$ cat config.mk
export PLATFORM = sky130hd
export DESIGN_NAME = hazard_scoreboard_unit
export DESIGN_NICKNAME = d
export VERILOG_FILES = /design/src/rtl/hazard_pkg.sv /design/src/rtl/reg_scoreboard.sv /design/src/rtl/hazard_scoreboard_unit.sv
export SDC_FILE = /design/constraint.sdc
export NUM_CORES = 1
export LEC_CHECK = 0
export BUFFER_PORTS_ARGS = -buffer_cell sky130_fd_sc_hd__buf_2
export CORE_MARGIN = 3
export CORE_UTILIZATION = 36
export CTS_CLUSTER_SIZE = 20
export DETAILED_ROUTE_END_ITERATION = 7
export HOLD_SLACK_MARGIN = 0.03
export PLACE_DENSITY = 0.63
export REMOVE_ABC_BUFFERS = 1
export SYNTH_ARGS = -nofsm -noshare
export SYNTH_HDL_FRONTEND = slang
export SYNTH_SLANG_ARGS = --single-unit
$ cat constraint.sdc
create_clock -name clk -period 6 [get_ports clk]
set_input_delay 0.3 -clock clk [delete_from_list [all_inputs] [get_ports clk]]
set_output_delay 0.3 -clock clk [all_outputs]
set_load 0.03 [all_outputs]
$ cat src/rtl/hazard_pkg.sv
// hazard_pkg: shared encodings for the hazard/scoreboard unit.
`default_nettype none

package hazard_pkg;

   typedef enum logic [1:0] {
      FWD_NONE = 2'b00,
      FWD_W    = 2'b01,
      FWD_M    = 2'b10
   } fwd_sel_e;

   localparam logic [1:0] RES_LOAD = 2'b01;

endpackage

`default_nettype wire

$ cat src/rtl/reg_scoreboard.sv
// reg_scoreboard: per-register pending-write bits with one set port,
// one clear port and three combinational read ports.
`default_nettype none

module reg_scoreboard #(
   parameter int NREGS = 32,
   localparam int RW   = $clog2(NREGS)
) (
   input  logic          clk,
   input  logic          rst_n,
   input  logic          set_en,
   input  logic [RW-1:0] set_idx,
   input  logic          clr_en,
   input  logic [RW-1:0] clr_idx,
   input  logic [RW-1:0] rd_idx0,
   input  logic [RW-1:0] rd_idx1,
   input  logic [RW-1:0] rd_idx2,
   output logic          rd_val0,
   output logic          rd_val1,
   output logic          rd_val2
);

   logic [NREGS-1:0] pending;
   logic [NREGS-1:0] pending_next;

   // Clear is applied first so a same-cycle set of the same register wins.
   always_comb begin
      pending_next = pending;
      if (clr_en)
         pending_next[clr_idx] = 1'b0;
      if (set_en && (set_idx != '0))
         pending_next[set_idx] = 1'b1;
   end

   always_ff @(posedge clk or negedge rst_n) begin
      if (!rst_n)
         pending <= '0;
      else
         pending <= pending_next;
   end

   assign rd_val0 = pending[rd_idx0];
   assign rd_val1 = pending[rd_idx1];
   assign rd_val2 = pending[rd_idx2];

endmodule

`default_nettype wire

$ cat src/rtl/hazard_scoreboard_unit.sv
// hazard_scoreboard_unit: forwarding, stall/flush control, pending-write
// scoreboard for the long-latency unit, watchdog and performance counters.
`default_nettype none

module hazard_scoreboard_unit
   import hazard_pkg::*;
#(
   parameter int NREGS   = 32,
   parameter int PERF_W  = 32,
   parameter int TIMEOUT = 1024,
   localparam int RW     = $clog2(NREGS)
) (
   input  logic              clk,
   input  logic              rst_n,
   input  logic [RW-1:0]     Rs1_D,
   input  logic [RW-1:0]     Rs2_D,
   input  logic [RW-1:0]     Rd_D,
   input  logic              lng_D,
   input  logic              is_jalr_D,
   input  logic [RW-1:0]     Rs1_E,
   input  logic [RW-1:0]     Rs2_E,
   input  logic [RW-1:0]     Rd_E,
   input  logic [1:0]        ResultSrc_E,
   input  logic              RegWrite_E,
   input  logic              PCSrc_E,
   input  logic              lng_E,
   input  logic [RW-1:0]     Rd_M,
   input  logic [RW-1:0]     Rd_W,
   input  logic              RegWrite_M,
   input  logic              RegWrite_W,
   input  logic              lng_busy,
   input  logic              lng_done,
   input  logic [RW-1:0]     lng_rd,
   output logic [1:0]        ForwardA_E,
   output logic [1:0]        ForwardB_E,
   output logic              Stall_F,
   output logic              Stall_D,
   output logic              Flush_D,
   output logic              Flush_E,
   output logic              Flush_M,
   output logic              sb_timeout,
   output logic [PERF_W-1:0] perf_stall,
   output logic [PERF_W-1:0] perf_flush,
   output logic [PERF_W-1:0] perf_sb_stall
);

   localparam int            CW     = $clog2(TIMEOUT + 1);
   localparam logic [CW-1:0] WD_MAX = CW'(TIMEOUT);

   fwd_sel_e fwd_a, fwd_b;
   logic     pend_rs1, pend_rs2, pend_rd;
   logic     lw_stall, jalr_stall, lng_e_stall, sb_stall, struct_stall;
   logic     any_stall, stall_d;
   logic [CW-1:0] wd_cnt, wd_next;

   always_comb begin
      fwd_a = FWD_NONE;
      fwd_b = FWD_NONE;
      if (Rs1_E != '0 && Rs1_E == Rd_M && RegWrite_M)
         fwd_a = FWD_M;
      else if (Rs1_E != '0 && Rs1_E == Rd_W && RegWrite_W)
         fwd_a = FWD_W;
      if (Rs2_E != '0 && Rs2_E == Rd_M && RegWrite_M)
         fwd_b = FWD_M;
      else if (Rs2_E != '0 && Rs2_E == Rd_W && RegWrite_W)
         fwd_b = FWD_W;
   end

   assign ForwardA_E = fwd_a;
   assign ForwardB_E = fwd_b;

   reg_scoreboard #(.NREGS(NREGS)) u_sb (
      .clk     (clk),
      .rst_n   (rst_n),
      .set_en  (lng_E),
      .set_idx (Rd_E),
      .clr_en  (lng_done),
      .clr_idx (lng_rd),
      .rd_idx0 (Rs1_D),
      .rd_idx1 (Rs2_D),
      .rd_idx2 (Rd_D),
      .rd_val0 (pend_rs1),
      .rd_val1 (pend_rs2),
      .rd_val2 (pend_rd)
   );

   // The long op issuing this cycle is not yet in the scoreboard; lng_e_stall covers that gap.
   assign lw_stall     = (ResultSrc_E == RES_LOAD) && (Rd_E != '0) &&
                         ((Rs1_D == Rd_E) || (Rs2_D == Rd_E));
   assign jalr_stall   = is_jalr_D && (Rs1_D != '0) && (Rs1_D == Rd_E) && (RegWrite_E || lng_E);
   assign lng_e_stall  = lng_E && (Rd_E != '0) &&
                         ((Rs1_D == Rd_E) || (Rs2_D == Rd_E) || (Rd_D == Rd_E));
   assign sb_stall     = pend_rs1 || pend_rs2 || pend_rd;
   assign struct_stall = lng_D && (lng_busy || lng_E);
   assign any_stall    = lw_stall || jalr_stall || lng_e_stall || sb_stall || struct_stall;

   assign stall_d = any_stall && !PCSrc_E;
   assign Stall_F = stall_d;
   assign Stall_D = stall_d;
   assign Flush_D = PCSrc_E;
   assign Flush_E = PCSrc_E || any_stall;
   assign Flush_M = 1'b0;

   always_comb begin
      wd_next = '0;
      if (sb_stall && !PCSrc_E)
         wd_next = (wd_cnt == WD_MAX) ? wd_cnt : wd_cnt + CW'(1);
   end

   always_ff @(posedge clk or negedge rst_n) begin
      if (!rst_n) begin
         wd_cnt     <= '0;
         sb_timeout <= 1'b0;
      end else begin
         wd_cnt <= wd_next;
         if (wd_next == WD_MAX)
            sb_timeout <= 1'b1;
      end
   end

   always_ff @(posedge clk or negedge rst_n) begin
      if (!rst_n) begin
         perf_stall    <= '0;
         perf_flush    <= '0;
         perf_sb_stall <= '0;
      end else begin
         if (stall_d && (perf_stall != '1))
            perf_stall <= perf_stall + PERF_W'(1);
         if (PCSrc_E && (perf_flush != '1))
            perf_flush <= perf_flush + PERF_W'(1);
         if (stall_d && sb_stall && (perf_sb_stall != '1))
            perf_sb_stall <= perf_sb_stall + PERF_W'(1);
      end
   end

endmodule

`default_nettype wire

== Word-level counts from Yosys, hierarchy flattened ==
Cells that the tools add are included.

* Bits in registers: 140
* Input bits: 58
* Output and inout port bits: 106
* Logic and storage cells: 91

* Add/subtract/negate cells: 4
* Order comparisons: 7
* Equal/unequal tests: 13
* Mux-type cells: 18
* Bitwise gates (word level): 3
* Reductions and logical operators: 40

{| class="wikitable"
|+ Operators with widths
! kind !! count
|-
| $add A32 B1 Y32 const B || 3
|-
| $ne A32 B32 Y1 const B || 3
|-
| $mux W32 || 2
|-
| $eq A5 B5 Y1 || 7
|-
| $and A32 B32 Y32 || 1
|-
| $not A32 Y32 || 1
|-
| $or A32 B32 Y32 || 1
|-
| $lt A5 B6 Y1 const B || 5
|-
| $logic_and A1 B1 Y1 || 24
|-
| $eq A11 B11 Y1 const B || 2
|-
| $mux W11 || 2
|-
| $reduce_bool A5 Y1 || 4
|-
| $bmux W1 S5 || 3
|-
| $add A11 B1 Y11 const B || 1
|-
| $logic_or A1 B1 Y1 || 11
|-
| $demux W1 S5 || 2
|-
| $ge A5 B1 Y1 const B || 2
|-
| $mux W1 || 7
|-
| $mux W2 || 2
|-
| $eq A2 B1 Y1 const B || 1
|-
| $logic_not A1 Y1 || 1
|}

== Depth between registers and ports, before layout ==
* Depth after elaboration: 11
* Mapped depth: 11
* Depth with buffers taken out: 9

== Modules after synthesis ==
From an unflattened synthesis, not the netlist that was laid out.

* Cell total of the unflattened synthesis: 825
* Area total of the unflattened synthesis: 8132.8 um^2

{| class="wikitable"
|+ By module, submodules not included
! module !! instances !! cells each !! area an instance (um^2) !! sequential area each (um^2)
|-
| hazard_scoreboard_unit || 1 || 580 || 5859.4 || 2702.6
|-
| reg_scoreboard || 1 || 245 || 2273.4 || 800.8
|}

== Worst setup path after synthesis ==
OpenSTA, ideal clock, no wires.

* Path kind: in2out
* From: input port Rs2_D[2]
* To: output port Stall_F
* Arrival: 2.819 ns
* Data required time: 5.700 ns
* Setup slack: 2.881 ns
* Stages on the path: 8
* Path buffers: 3
* Cell sequence: clkbuf_1 > buf_2 > mux4_2 > o211ai_1 > nand4_1 > nor4_2 > a31oi_1 > buf_4

* Longest elaborated chain between the ends: 8
* Elaborated cells on any way between the ends: 14
* Those cells by class: 1 x eq/ne; 2 x mux; 11 x reduce/logical

{| class="wikitable"
|+ Ends and longest elaborated chain
! item !! line !! RTL
|-
| from (decl) || hazard_scoreboard_unit.sv:16 || <nowiki>input logic [RW-1:0] Rs2_D,</nowiki>
|-
| branches (longest 5 deep; another with $bmux W1 S5) || -- ||
|-
| $logic_or A1 B1 Y1 * (2 in a row) || hazard_scoreboard_unit.sv:95 || <nowiki>assign any_stall = lw_stall || jalr_stall || lng_e_stall || sb_stall || struct_stall;</nowiki>
|-
| $logic_and A1 B1 Y1 * || hazard_scoreboard_unit.sv:97 || <nowiki>assign stall_d = any_stall && !PCSrc_E;</nowiki>
|-
| to (decl) || hazard_scoreboard_unit.sv:36 || <nowiki>output logic Stall_F,</nowiki>
|}

Mark *: on every way between the ends. The select of a mux whose other input is x is not followed.

== Worst setup path in the final report ==
* From: register u_sb.pending[30]
* To: register perf_stall[1]

* Longest elaborated chain between the ends: 8
* Elaborated cells on any way between the ends: 12
* Those cells by class: 6 x mux; 6 x reduce/logical

{| class="wikitable"
|+ Ends and longest elaborated chain
! item !! line !! RTL
|-
| from (decl) || reg_scoreboard.sv:23 || <nowiki>logic [NREGS-1:0] pending;</nowiki>
|-
| from (signal assigned) || reg_scoreboard.sv:39 || <nowiki>pending <= pending_next;</nowiki>
|-
| $bmux W1 S5, on equally long branches || reg_scoreboard.sv:42, reg_scoreboard.sv:43 ||
|-
| $mux W1, on equally long branches || reg_scoreboard.sv:42, reg_scoreboard.sv:43 ||
|-
| $logic_or A1 B1 Y1 || hazard_scoreboard_unit.sv:93 || <nowiki>assign sb_stall = pend_rs1 || pend_rs2 || pend_rd;</nowiki>
|-
| $logic_or A1 B1 Y1 * || hazard_scoreboard_unit.sv:93 ||
|-
| $logic_or A1 B1 Y1 * (2 in a row) || hazard_scoreboard_unit.sv:95 ||
|-
| $logic_and A1 B1 Y1 * || hazard_scoreboard_unit.sv:97 ||
|-
| $logic_and A1 B1 Y1 * || hazard_scoreboard_unit.sv:127 || <nowiki>if (stall_d && (perf_stall != '1))</nowiki>
|-
| to (signal assigned) || hazard_scoreboard_unit.sv:128 || <nowiki>perf_stall <= perf_stall + PERF_W'(1);</nowiki>
|-
| to (decl) || hazard_scoreboard_unit.sv:42 || <nowiki>output logic [PERF_W-1:0] perf_stall,</nowiki>
|}

Every way passes the cells marked *; elsewhere a longest branch is shown, timed or not. The select of a mux whose other input is x is not followed.
A chain may end at the register's enable or synchronous reset.

==> metrics.md <==
| Metric | Value |
|---|---|
| Initial antenna violation count | `0` |
| Post-route DRC | `0` |
| Slew Limit Fails | `0` |
| Gr usage total | `between 10% and 20%` |
| Clock share of power | `between 30 and 40%` |
| Multi-input combinational cell area | `approximately 0.0041 mm^2` |
| CTS Root Cell | `clkbuf_16` |
| Grt met2 use | `a little over a quarter` |
| Commonest cells after routing, fill and taps aside | `buf_2 (161), dfrtp_1 (140), xnor2_1 (103)` |
| GRT busiest layer | `met2` |
| Tcrit/Tclk final | `approximately 60%` |
| First-pass GRT wire length | `33.2 mm` |
| Comb pwr share | `around a quarter` |
| Bufs and invs on worst path | `0` |
| Drt first-iter violations | `roughly 340` |
| Clock Tree Buf Depth | `2` |
| Synth unique cells | `57` |
| RSZ-0062 raised after global routing | `false` |
| CTS tree | `yes` |
| Switching Fraction | `between 30% and 40%` |
| Nets | `about 990` |
| Initial Utilization | `a little under two fifths` |
| Post_cts resized | `0` |
| DIE AREA | `roughly 0.024 mm^2` |
| # clock sinks | `140` |
| Yosys reg bits | `140` |
| Fill cells | `roughly 2.0k` |
| Final hold vios | `0` |
| Number of synthesized flops with an enable pin | `0` |
| WL per Instance | `around 16 um` |
| Grt met1 use | `between 20% and 30%` |
| Worst-Margin Slew | `941 ps` |
| Internal power | `approximately 2000 uW` |
| N_diodes | `0` |
| Total number of vias | `6475` |
| Core area | `about 0.021 mm^2` |
| Met3 Usage GRT | `under 10%` |
| Slowest cell delay on critical path | `between 700 and 800 ps` |
| Vias in the first global route | `~6.5k` |
| Worst Setup End Kind | `flip-flop` |
| Psw | `1000 uW` |
| Largest net degree at the start of global routing | `83` |
| Max-cap violation count | `0` |
| Via density | `around 5.4` |
| Skew final | `12.4 ps` |
| WP data arrival | `approximately 3900 ps` |
| DR pass1 iterations | `5` |
| TritonCTS buffer count | `17` |
| Max_slew headroom | `between 30% and 40%` |
| Worst setup SP type | `flip-flop` |
| Setup violations, final | `0` |
| Fin util | `between 40% and 50%` |
| Sequential share of the synthesized area | `44.9%` |
| Area Overhead vs Synth | `21.8%` |
| Required @ worst endpoint | `about 6300 ps` |
| CP max stage cell | `nand3_1` |
| Leak pwr | `roughly 0.0042 uW` |
| Async set-reset flop share out of synthesis | `100%` |
| VDD IR max | `216 uV` |
| FF/Latch Area | `around 0.0035 mm^2` |
| Die width | `between 150 and 200 um` |
| Ys Warns | `0` |
| Cell Area, Synth | `0.00781 mm^2` |
| Sum Neg Setup Slack | `0 ps` |
| Status | `finished clean` |
| IO Port Bufs | `between 150 and 200` |
| Share of cells above drive strength 1 | `25.9%` |
| Gpl congestion | `0.913` |
| Top Family by Delay on Critical Path | `simple AND/OR/NAND/NOR gates` |
| IO Count | `around 160` |
| Crit Path Max Fanout | `24` |
| Depth of the CTS H-tree | `4` |
| Syn Area/Cell | `roughly 10 um^2` |
| Sequential fraction of design power | `between 40 and 50%` |
| Max Freq | `between 200 and 300 MHz` |
| DRT antenna net count | `0` |
| Total grt overflow | `0` |
| Pwr dens | `between 300 and 400 mW/mm^2` |
| Main flop type after synthesis | `dfrtp_1` |
| FP Rows | `53` |
| Chip height | `153 um` |
| Fin crit period | `approximately 3600 ps` |
| CP cell instances | `mux4_2, mux2_2, nand3_1, nand4_1, nor4_2, nand3_1, nand2_1, mux2_2` |
| Total Wirelength | `approximately 20 mm` |
| CP Class | `flip-flop to flip-flop` |
| Post-synthesis cell count | `760` |
| Most common cell after layout, fill and taps aside | `buf_2` |
| Clk slew on worst S/H paths | `70 ps` |
| DP Wirelength | `14.2 mm` |
| Hold Path Class | `input pin to flip-flop` |
| Clk_lat worst skew | `roughly 420 ps` |
flip-flops by register name, indices dropped and copies added, names as in the netlist:
signal / count
perf_flush: 32
perf_sb_stall: 32
perf_stall: 32
u_sb.pending: 32
wd_cnt: 11
sb_timeout: 1
routing by layer:
layer | up-vias | wire, um
li1 | 3090 | -
met1 | 3149 | 9120
met2 | 215 | 9040
met3 | 21 | 1430
met4 | 0 | 296
met5 | - | 0
power groups by stage:
stage          combinational (uW)  sequential (uW)  clock, uW
6_report                      712             1230       1080
5_1_grt                       787             1250       1150
4_1_cts                       719             1220       1110
3_5_place_dp                  719             1240          0
3_3_place_gp                  706             1240          0
2_1_floorplan                 349             1350          0
worst paths after layout:
check                                   endpoint  slack [ps]              from  depth (start not counted)
worst max-delay path               perf_stall[1]        2440  u_sb.pending[30]                          8
worst min register to register    perf_stall[10]         490    perf_stall[10]                          1
max in group asynchronous          perf_stall[4]        4300             rst_n                          3
worst min-delay path            u_sb.pending[21]         350         lng_rd[4]                          4
min in group asynchronous             sb_timeout         490             rst_n                          2
worst max register to register     perf_stall[1]        2440  u_sb.pending[30]                          8
metrics by stage:
stage / setup slack, ps / instances / instance area [um^2] / power (uW) / hold slack (ps)
after floorplan: 2920 / 735 / 7690 / 1690 / 4.41
after global placement: 2230 / 1177 / 8890 / 1950 / 407
after detailed placement: 2150 / 1177 / 8890 / 1960 / 407
after CTS: 2430 / 1210 / 9510 / 3050 / 328
after global routing: 2220 / 1210 / 9510 / 3180 / 368
final: 2440 / 1210 / 9510 / 3010 / 354
worst reg2reg max path: stages, from the launching register on:
cell and delay, ps:
dfrtp_1 410, mux4_2 470, mux2_2 290, nand3_1 80, nand4_1 200, nor4_2 490
nand3_1 770, nand2_1 360, mux2_2 360
cells by family after synthesis:
kind of cell / after synthesis / synth area share (%)
buf+inv: 37 / 2.08
xor+xnor: 131 / 14.7
mux: 44 / 8.71
compound gates: 99 / 7.62
simple gates: 303 / 21.2
fa+ha+maj: 5 / 0.801
flops: 140 / 44.9
other cells: 1 / 0.0480
final cells by class:
cell class | instances | area share, %
clock buffers | 21 | 5.05
well taps | 275 | 3.62
flip-flops and latches | 140 | 36.8
clock inverters | 11 | 1.38
multi-input cells | 583 | 43.6
repair buffers | 168 | 9.09
inverters | 12 | 0.473
Yosys cell counts (2+ instances only):
cell type    n  area [um^2]
nor2_1      40          150
mux2_2      12          135
nor4_1       8         50.1
or3_1        6         37.5
buf_4        3         22.5
nand3_1     65          325
a41o_1       2         20.0
o21ai_0     67          335
mux4_2      18          405
nand2_1     49          184
mux2i_1     14          140
nand4_1     35          219
buf_2        4         20.0
or3b_2       6         52.6
ha_1         5         62.6
o211ai_1     2         15.0
a21oi_1      4         20.0
and4_1       9         78.8
inv_1       12         45.0
nor4b_1      3         26.3
a211oi_1     2         15.0
a22oi_1      2         15.0
and3_1      20          125
nor2b_1      7         43.8
nand2b_1     5         31.3
a31oi_1      3         18.8
nor4_2       2         25.0
nand3b_1    10         75.1
nor3_1      21          105
xnor2_1    103          902
o21a_1       2         15.0
dfrtp_1    140         3500
clkbuf_1    17         63.8
o22ai_1      3         18.8
xor2_1      28          245
or4_1        4         30.0
and2_1       7         43.8
what timing repair did:
action	4_1_cts	5_1_grt
setup endpoints to repair	0	0
buffers inserted	0	0
hold buffers	1	0
endpoints found under the hold margin	81	0
No activity file was read; power rests on OpenSTA's default activity.
